[config.mk]
export PLATFORM = sky130hd
export DESIGN_NAME = router_reg_flat
export DESIGN_NICKNAME = d
export VERILOG_FILES = /design/src/rtl/router_reg_if.sv /design/src/rtl/router_reg.sv /design/src/flat_wrapper.sv
export SDC_FILE = /design/constraint.sdc
export NUM_CORES = 1
export LEC_CHECK = 0
export CELL_PAD_IN_SITES_DETAIL_PLACEMENT = 0
export CELL_PAD_IN_SITES_GLOBAL_PLACEMENT = 1
export CORE_ASPECT_RATIO = 1.4
export CORE_MARGIN = 2
export CORE_UTILIZATION = 43
export CTS_CLUSTER_DIAMETER = 50
export CTS_CLUSTER_SIZE = 25
export DETAILED_ROUTE_END_ITERATION = 7
export PLACE_DENSITY_LB_ADDON = 0.25
export RECOVER_POWER = 100
export REMOVE_ABC_BUFFERS = 1
export SYNTH_ARGS = -nofsm -noshare
export SYNTH_HDL_FRONTEND = slang
export SYNTH_SLANG_ARGS = --single-unit
export TNS_END_PERCENT = 20
[constraint.sdc]
create_clock -name clock -period 2.95 [get_ports clock]
set_clock_uncertainty 0.05 [all_clocks]
set_input_delay 0.295 -clock clock [delete_from_list [all_inputs] [get_ports clock]]
set_output_delay 0.295 -clock clock [all_outputs]
set_load 0.02 [all_outputs]
[src/rtl/router_reg_if.sv]
// Source-side byte stream and FIFO-side write data/status for router_reg.
// master drives the source byte stream and FIFO full flag; slave is the register block.
interface router_reg_if;
    logic       pkt_valid;
    logic [7:0] data_in;
    logic       fifo_full;
    logic [7:0] dout;
    logic       parity_done;
    logic       low_pkt_valid;
    logic       err;

    modport master (
        output pkt_valid, data_in, fifo_full,
        input  dout, parity_done, low_pkt_valid, err
    );

    modport slave (
        input  pkt_valid, data_in, fifo_full,
        output dout, parity_done, low_pkt_valid, err
    );
endinterface

[src/rtl/router_reg.sv]
// Router datapath registers: header/full-hold capture, running parity and parity-error flag.
// Optional ROUTER_REG_ERR_CNT_EN adds a saturating 8-bit bad-packet counter output err_cnt.
module router_reg (
    input  logic         clock,
    input  logic         resetn,
    router_reg_if.slave  bus,
    input  logic         detect_add,
    input  logic         lfd_state,
    input  logic         ld_state,
    input  logic         full_state,
    input  logic         laf_state,
    input  logic         rst_int_reg
`ifdef ROUTER_REG_ERR_CNT_EN
    ,
    output logic [7:0]   err_cnt
`endif
);

    logic [7:0] hdr_reg;
    logic [7:0] full_hold_reg;
    logic [7:0] int_parity_reg;
    logic [7:0] pkt_parity_reg;
    logic [7:0] dout_reg;
    logic       parity_done_reg;
    logic       low_pkt_valid_reg;
    logic       err_reg;
    logic       parity_mismatch;
    logic       hdr_addr_ok;

    // full_state carries no datapath action here; the stalled byte is handled via fifo_full in ld_state
    logic       unused_full_state;
    assign unused_full_state = full_state;

    assign parity_mismatch = (int_parity_reg != pkt_parity_reg);
    assign hdr_addr_ok     = (bus.data_in[1:0] != 2'b11);

    always_ff @(posedge clock) begin
        if (!resetn) begin
            hdr_reg       <= 8'h00;
            full_hold_reg <= 8'h00;
            dout_reg      <= 8'h00;
        end else begin
            if (detect_add && bus.pkt_valid && hdr_addr_ok)
                hdr_reg <= bus.data_in;

            if (ld_state && bus.fifo_full)
                full_hold_reg <= bus.data_in;

            if (lfd_state)
                dout_reg <= hdr_reg;
            else if (ld_state && !bus.fifo_full)
                dout_reg <= bus.data_in;
            else if (laf_state)
                dout_reg <= full_hold_reg;
        end
    end

    always_ff @(posedge clock) begin
        if (!resetn) begin
            int_parity_reg <= 8'h00;
            pkt_parity_reg <= 8'h00;
        end else begin
            if (detect_add)
                int_parity_reg <= 8'h00;
            else if (lfd_state)
                int_parity_reg <= int_parity_reg ^ hdr_reg;
            else if (ld_state && bus.pkt_valid)
                int_parity_reg <= int_parity_reg ^ bus.data_in;

            if (detect_add)
                pkt_parity_reg <= 8'h00;
            else if (ld_state && !bus.pkt_valid)
                pkt_parity_reg <= bus.data_in;
        end
    end

    // err samples the pre-clear parities even when detect_add lands on the same edge
    always_ff @(posedge clock) begin
        if (!resetn) begin
            parity_done_reg   <= 1'b0;
            low_pkt_valid_reg <= 1'b0;
            err_reg           <= 1'b0;
        end else begin
            if (detect_add)
                parity_done_reg <= 1'b0;
            else if ((ld_state && !bus.fifo_full && !bus.pkt_valid) ||
                     (laf_state && low_pkt_valid_reg && !parity_done_reg))
                parity_done_reg <= 1'b1;

            if (rst_int_reg)
                low_pkt_valid_reg <= 1'b0;
            else if (ld_state && !bus.pkt_valid)
                low_pkt_valid_reg <= 1'b1;

            if (parity_done_reg)
                err_reg <= parity_mismatch;
        end
    end

`ifdef ROUTER_REG_ERR_CNT_EN
    logic [7:0] err_cnt_reg;

    // parity_done stays high until detect_add, so this edge is seen once per packet
    always_ff @(posedge clock) begin
        if (!resetn)
            err_cnt_reg <= 8'h00;
        else if (parity_done_reg && detect_add && parity_mismatch && (err_cnt_reg != 8'hFF))
            err_cnt_reg <= err_cnt_reg + 8'h01;
    end

    assign err_cnt = err_cnt_reg;
`endif

    assign bus.dout          = dout_reg;
    assign bus.parity_done   = parity_done_reg;
    assign bus.low_pkt_valid = low_pkt_valid_reg;
    assign bus.err           = err_reg;

endmodule

[src/flat_wrapper.sv]
// flat-port wrapper written by rule: the top's interface ports become plain ports
module router_reg_flat 
  (clock, resetn, detect_add, lfd_state, ld_state, full_state, laf_state, rst_int_reg, bus_pkt_valid, bus_data_in, bus_fifo_full, bus_dout, bus_parity_done, bus_low_pkt_valid, bus_err);
  router_reg_if bus_i ();
  input  logic clock;
  input  logic resetn;
  input  logic detect_add;
  input  logic lfd_state;
  input  logic ld_state;
  input  logic full_state;
  input  logic laf_state;
  input  logic rst_int_reg;
  input wire logic [$bits(bus_i.pkt_valid)-1:0] bus_pkt_valid;
  input wire logic [$bits(bus_i.data_in)-1:0] bus_data_in;
  input wire logic [$bits(bus_i.fifo_full)-1:0] bus_fifo_full;
  output wire logic [$bits(bus_i.dout)-1:0] bus_dout;
  output wire logic [$bits(bus_i.parity_done)-1:0] bus_parity_done;
  output wire logic [$bits(bus_i.low_pkt_valid)-1:0] bus_low_pkt_valid;
  output wire logic [$bits(bus_i.err)-1:0] bus_err;
  assign bus_i.pkt_valid = bus_pkt_valid;
  assign bus_i.data_in = bus_data_in;
  assign bus_i.fifo_full = bus_fifo_full;
  assign bus_dout = bus_i.dout;
  assign bus_parity_done = bus_i.parity_done;
  assign bus_low_pkt_valid = bus_i.low_pkt_valid;
  assign bus_err = bus_i.err;
  router_reg u_core (.clock(clock), .resetn(resetn), .bus(bus_i), .detect_add(detect_add), .lfd_state(lfd_state), .ld_state(ld_state), .full_state(full_state), .laf_state(laf_state), .rst_int_reg(rst_int_reg));
endmodule
**Yosys cells after proc, flatten, opt, wreduce, memory -nomap -nowiden**

Index checks and enable logic that the tools add are counted.

- Output and inout bits: 11
- Register bits: 43

- Mux-type cells: 5
- Reductions and logical operators: 17
- Equal/unequal tests: 2
- Bitwise logic cells: 3

Operators by type and width:

| operator | number |
|---|---|
| 8-bit two-way mux | 5 |
| 8-bit XOR | 2 |
| 1-bit logical AND | 9 |
| 8-bit != test | 1 |
| 2-bit OR reduction | 2 |
| 1-bit logical NOT | 3 |
| 3-bit nonzero test | 1 |
| 2-bit != test (second input constant) | 1 |
| 2-bit nonzero test | 1 |
| 1-bit logical OR | 1 |
| 1-bit NOT | 1 |

**Depth between registers and ports, before layout**

- Word-level depth: 4
- Gate-level depth with buffers: 5

**Worst setup path before layout**

No wires, ideal clock.

- Path kind: input port to flip-flop
- Start: input port bus_fifo_full
- End: register u_core.dout_reg[0], in the netlist u_core.bus.dout[0]
- Stages on the path: 5
- Library setup time: 58 ps
- Arrival: 1124 ps
- Path slack: 1718 ps
- Path buffers: 2
- Cells stage by stage: buf_6 -> nand2b_1 -> buf_6 -> a311oi_1 -> o221a_2

- Word-level cells in the longest chain between the ends: 4
- Elaborated cells between the ends (all ways): 5
- Classes of those cells: mux: 2; reduce/logical: 3

Ends and longest elaborated chain:

| what | line | text |
|---|---|---|
| start, declared | flat_wrapper.sv:15 | `input wire logic [$bits(bus_i.fifo_full)-1:0] bus_fifo_full;` |
| 1-bit logical NOT * | router_reg.sv:51 | `else if (ld_state && !bus.fifo_full)` |
| 1-bit logical AND * | router_reg.sv:51 |  |
| 8-bit two-way mux | router_reg.sv:51 |  |
| 8-bit two-way mux | router_reg.sv:49 | `if (lfd_state)` |
| end signal, assigned | router_reg.sv:50 | `dout_reg <= hdr_reg;` |
| end signal, assigned | router_reg.sv:52 | `dout_reg <= bus.data_in;` |
| end signal, assigned | router_reg.sv:54 | `dout_reg <= full_hold_reg;` |
| end, declared | router_reg.sv:23 | `logic [7:0] dout_reg;` |

Every way passes the cells marked *; elsewhere a longest branch is shown, timed or not.
A chain may end at the register's enable or synchronous reset.

**Worst setup path in the final report**

- Start: input port resetn
- End: register u_core.low_pkt_valid_reg, in the netlist u_core.bus.low_pkt_valid

- Word-level cells in the longest chain between the ends: 2

Ends and longest elaborated chain:

| what | line | text |
|---|---|---|
| start, declared | flat_wrapper.sv:6 | `input logic resetn;` |
| 1-bit NOT (no line) | - |  |
| 2-bit OR reduction (no line) | - |  |
| end signal, assigned | router_reg.sv:81 | `low_pkt_valid_reg <= 1'b0;` |
| end signal, assigned | router_reg.sv:91 | `low_pkt_valid_reg <= 1'b0;` |
| end signal, assigned | router_reg.sv:93 | `low_pkt_valid_reg <= 1'b1;` |
| end, declared | router_reg.sv:25 | `logic low_pkt_valid_reg;` |

No other way between the ends.

==> summary.txt <==
Commonest cells post-synth -> dfxtp_1 (43), nand2_1 (28), a21oi_1 (26)
Vias/cell -> 5.39
Critical path buffers and inverters -> 2
Final GP Congestion -> 0.742
drt first pass iters -> 4
Die Area -> 0.00531 mm2
max-slew violation count -> 0
part of the power in combinational logic -> 0.139
CP Capture Type -> flip-flop
Die W -> 62.1 um
Cell variety after synth -> 31
Hold Path Cell Cnt -> 2
Netlist Area Pre-Place -> 0.00203 mm2
Finished Layout Cells -> 316
Area contributors post-synth -> dfxtp_1 (42%), a21oi_1 (6.4%), nand2_1 (5.2%)
Synth area leader -> dfxtp_1
initial antenna violation count -> 0
final core utilization -> 0.522
CTS tree -> built
Peak supply drop -> 0.271 mV
Total Routed Length -> 4.71 mm
die height -> 85.4 um
slowest stage cell on the critical path -> dlygate4sd3_1
Skew-Pair Late Insertion Delay -> 0.29 ns
Lkg Pwr -> 0.872 nW
GR Util met1 -> 0.252
sequential-to-total area share from yosys stat -> 0.423
synth warn -> 0
delay-heaviest family, CP -> buffers and inverters
Data arrival, critical path -> 2.05 ns
post-route minimum period -> 1.89 ns
GRT Total Usage -> 0.185
Worst Max-Slew Pin Slew -> 0.830 ns
Worst slew margin -> 0.445
unrepaired setup endpoints after global routing -> no
Worst-path clk slew -> 0.08 ns
CTS resizes -> 0
IO Port Bufs -> 27
Startpoint Class -> input pin
initial core utilization -> 0.449
area post-placement -> 0.00230 mm2
placed insts -> 308
count leader, synth -> dfxtp_1
GRT Max-Usage Layer -> met2
sw frac -> 0.263
CTS Hold Bufs -> 0
cells after synthesis -> 234
met2 Track Usage GR -> 0.301
critical path depth -> 3
Max Fclk -> 530 MHz
Flop pwr share -> 0.540
critical path, cell by cell -> dlygate4sd3_1, clkinv_1, nor3_1
clk sink count -> 43
switching power -> 0.000299 W
Area Growth Syn to Fin -> 16.4%
R2R depth -> 3
Post-synth ARST share -> 0
Req. time, crit path -> 3.12 ns
clock buffer depth -> 2
min-delay worst type -> reg2reg
Fin. Hold Viols -> 0
# DRC -> 0
number of synthesized flops with an enable pin -> 0
FF+latch count, synth -> 43
Crit. Startpoint -> resetn
post-route cell area -> 0.00237 mm2
Pint -> 0.000838 W
max incr delay on CP -> 0.86 ns
# diodes -> 0
Clock power frac -> 0.321
root buffer cell -> clkbuf_8
P per Cell Area -> 480 mW/mm2
hpwl dp -> 3.31 mm
Routed Antenna Nets -> 0
Initial DRC Count -> 56
hold_sp -> u_core.full_hold_reg[6]$_SDFFE_PN0P_
via count -> 1,703
first-pass GRT wire length -> 7.80 mm
met3 global-route usage -> 0.0318
post-synth top area share -> 0.423
area of the multi-input gates -> 0.00103 mm2
crit path kind -> in2reg
Period Utilization, post-route -> 0.640
TNS Setup -> 0 ns
gr ovfl total -> 0
Fill cells -> 465
R2R Path Start -> u_core.int_parity_reg[4]$_SDFFE_PP0P_
share of cells above drive strength 1 -> 0.0827
CP Max Fanout -> 17
largest net degree at the start of global routing -> 27
Sequential cell area -> 861 um2
IO Count -> 29
std cell rows -> 29
Core ar. -> 0.00454 mm2
Main synth FF type -> dfxtp_1
Final nets -> 271
Final Setup Violations -> 0
Avg Cell Area, Syn -> 8.69 um2
vias in the first global route -> 1,539
hold_ws -> 0.407 ns
Post-CTS Setup Inserts -> 0
H-tree levels -> 2
WL/cell -> 14.9 um
# Max-Cap Violations -> 0
cts bufs inserted -> 5
status -> complete, no violations
[worst reg2reg max path: stages, from the launching register on]
cell     delay (ns)
dfxtp_1        0.34
xor2_1         0.16
nor4_1         0.30
a31oi_1        0.12
[area by class of cell]
class | instances | share of cell area
timing repair buffer | 29 | 0.120
sequential | 43 | 0.363
multi-input combinational | 164 | 0.433
inverter | 10 | 0.0158
clock inverter | 1 | 0.00211
tap | 62 | 0.0328
clock buffer | 7 | 0.0322
[metrics by stage]
step	power, W	setup WS (ns)
2_1_floorplan	0.000706	1.77
6_report	0.00114	1.06
3_3_place_gp	0.000788	0.825
5_1_grt	0.00119	0.910
3_5_place_dp	0.000791	0.815
4_1_cts	0.00115	1.13
[kinds of logic (layout without fill, tap and decap cells)]
logic type	Yosys count	in the layout	share of synthesized area
flops	43	43	0.423
compound gates	60	60	0.189
buf+inv	27	47	0.0676
xor+xnor	8	8	0.0344
simple gates	96	96	0.286
[power by group through the flow]
stage / sequential [W] / clock (W) / combinational [W]
after global routing: 0.000618 / 0.000402 / 0.000174
final: 0.000614 / 0.000365 / 0.000158
after global placement: 0.000628 / 0 / 0.000160
after detailed placement: 0.000629 / 0 / 0.000163
after CTS: 0.000615 / 0.000376 / 0.000163
after floorplan: 0.000636 / 0 / 0.0000705
[routing by layer]
layer  up-vias  share of wire
met2        30           0.49
li1        878              -
met5         -              0
met3         6          0.028
met4         0          0.011
met1       789           0.47
[cells in the final DEF, fill, tap and decap left out, types with 2 or more instances in the layout]
cell and n:
clkbuf_1 2, and4b_1 7, nor3b_1 16, dfxtp_1 43
a311oi_1 8, a21oi_1 26, and2_1 9, nand2b_1 3
nand4b_1 3, nand3_1 9, nand2_1 28, clkdlybuf4s50_1 14
dlygate4sd3_1 13, or3b_2 4, o21ai_0 16, xor2_1 7
inv_1 9, clkbuf_8 5, nor3_1 9, or3b_1 2
buf_4 2, nor2_1 3, o221a_2 8
[final timing paths]
kind                                                               to  slack, ns
worst max-delay path            u_core.bus.low_pkt_valid$_SDFFE_PP0P_       1.06
worst max register to register            u_core.bus.err$_SDFFE_PN0P_       1.88
worst min-delay path             u_core.full_hold_reg[6]$_SDFFE_PN0P_       0.41
worst min register to register   u_core.full_hold_reg[6]$_SDFFE_PN0P_       0.41
Note: power is estimated with default switching activity, not from simulation.
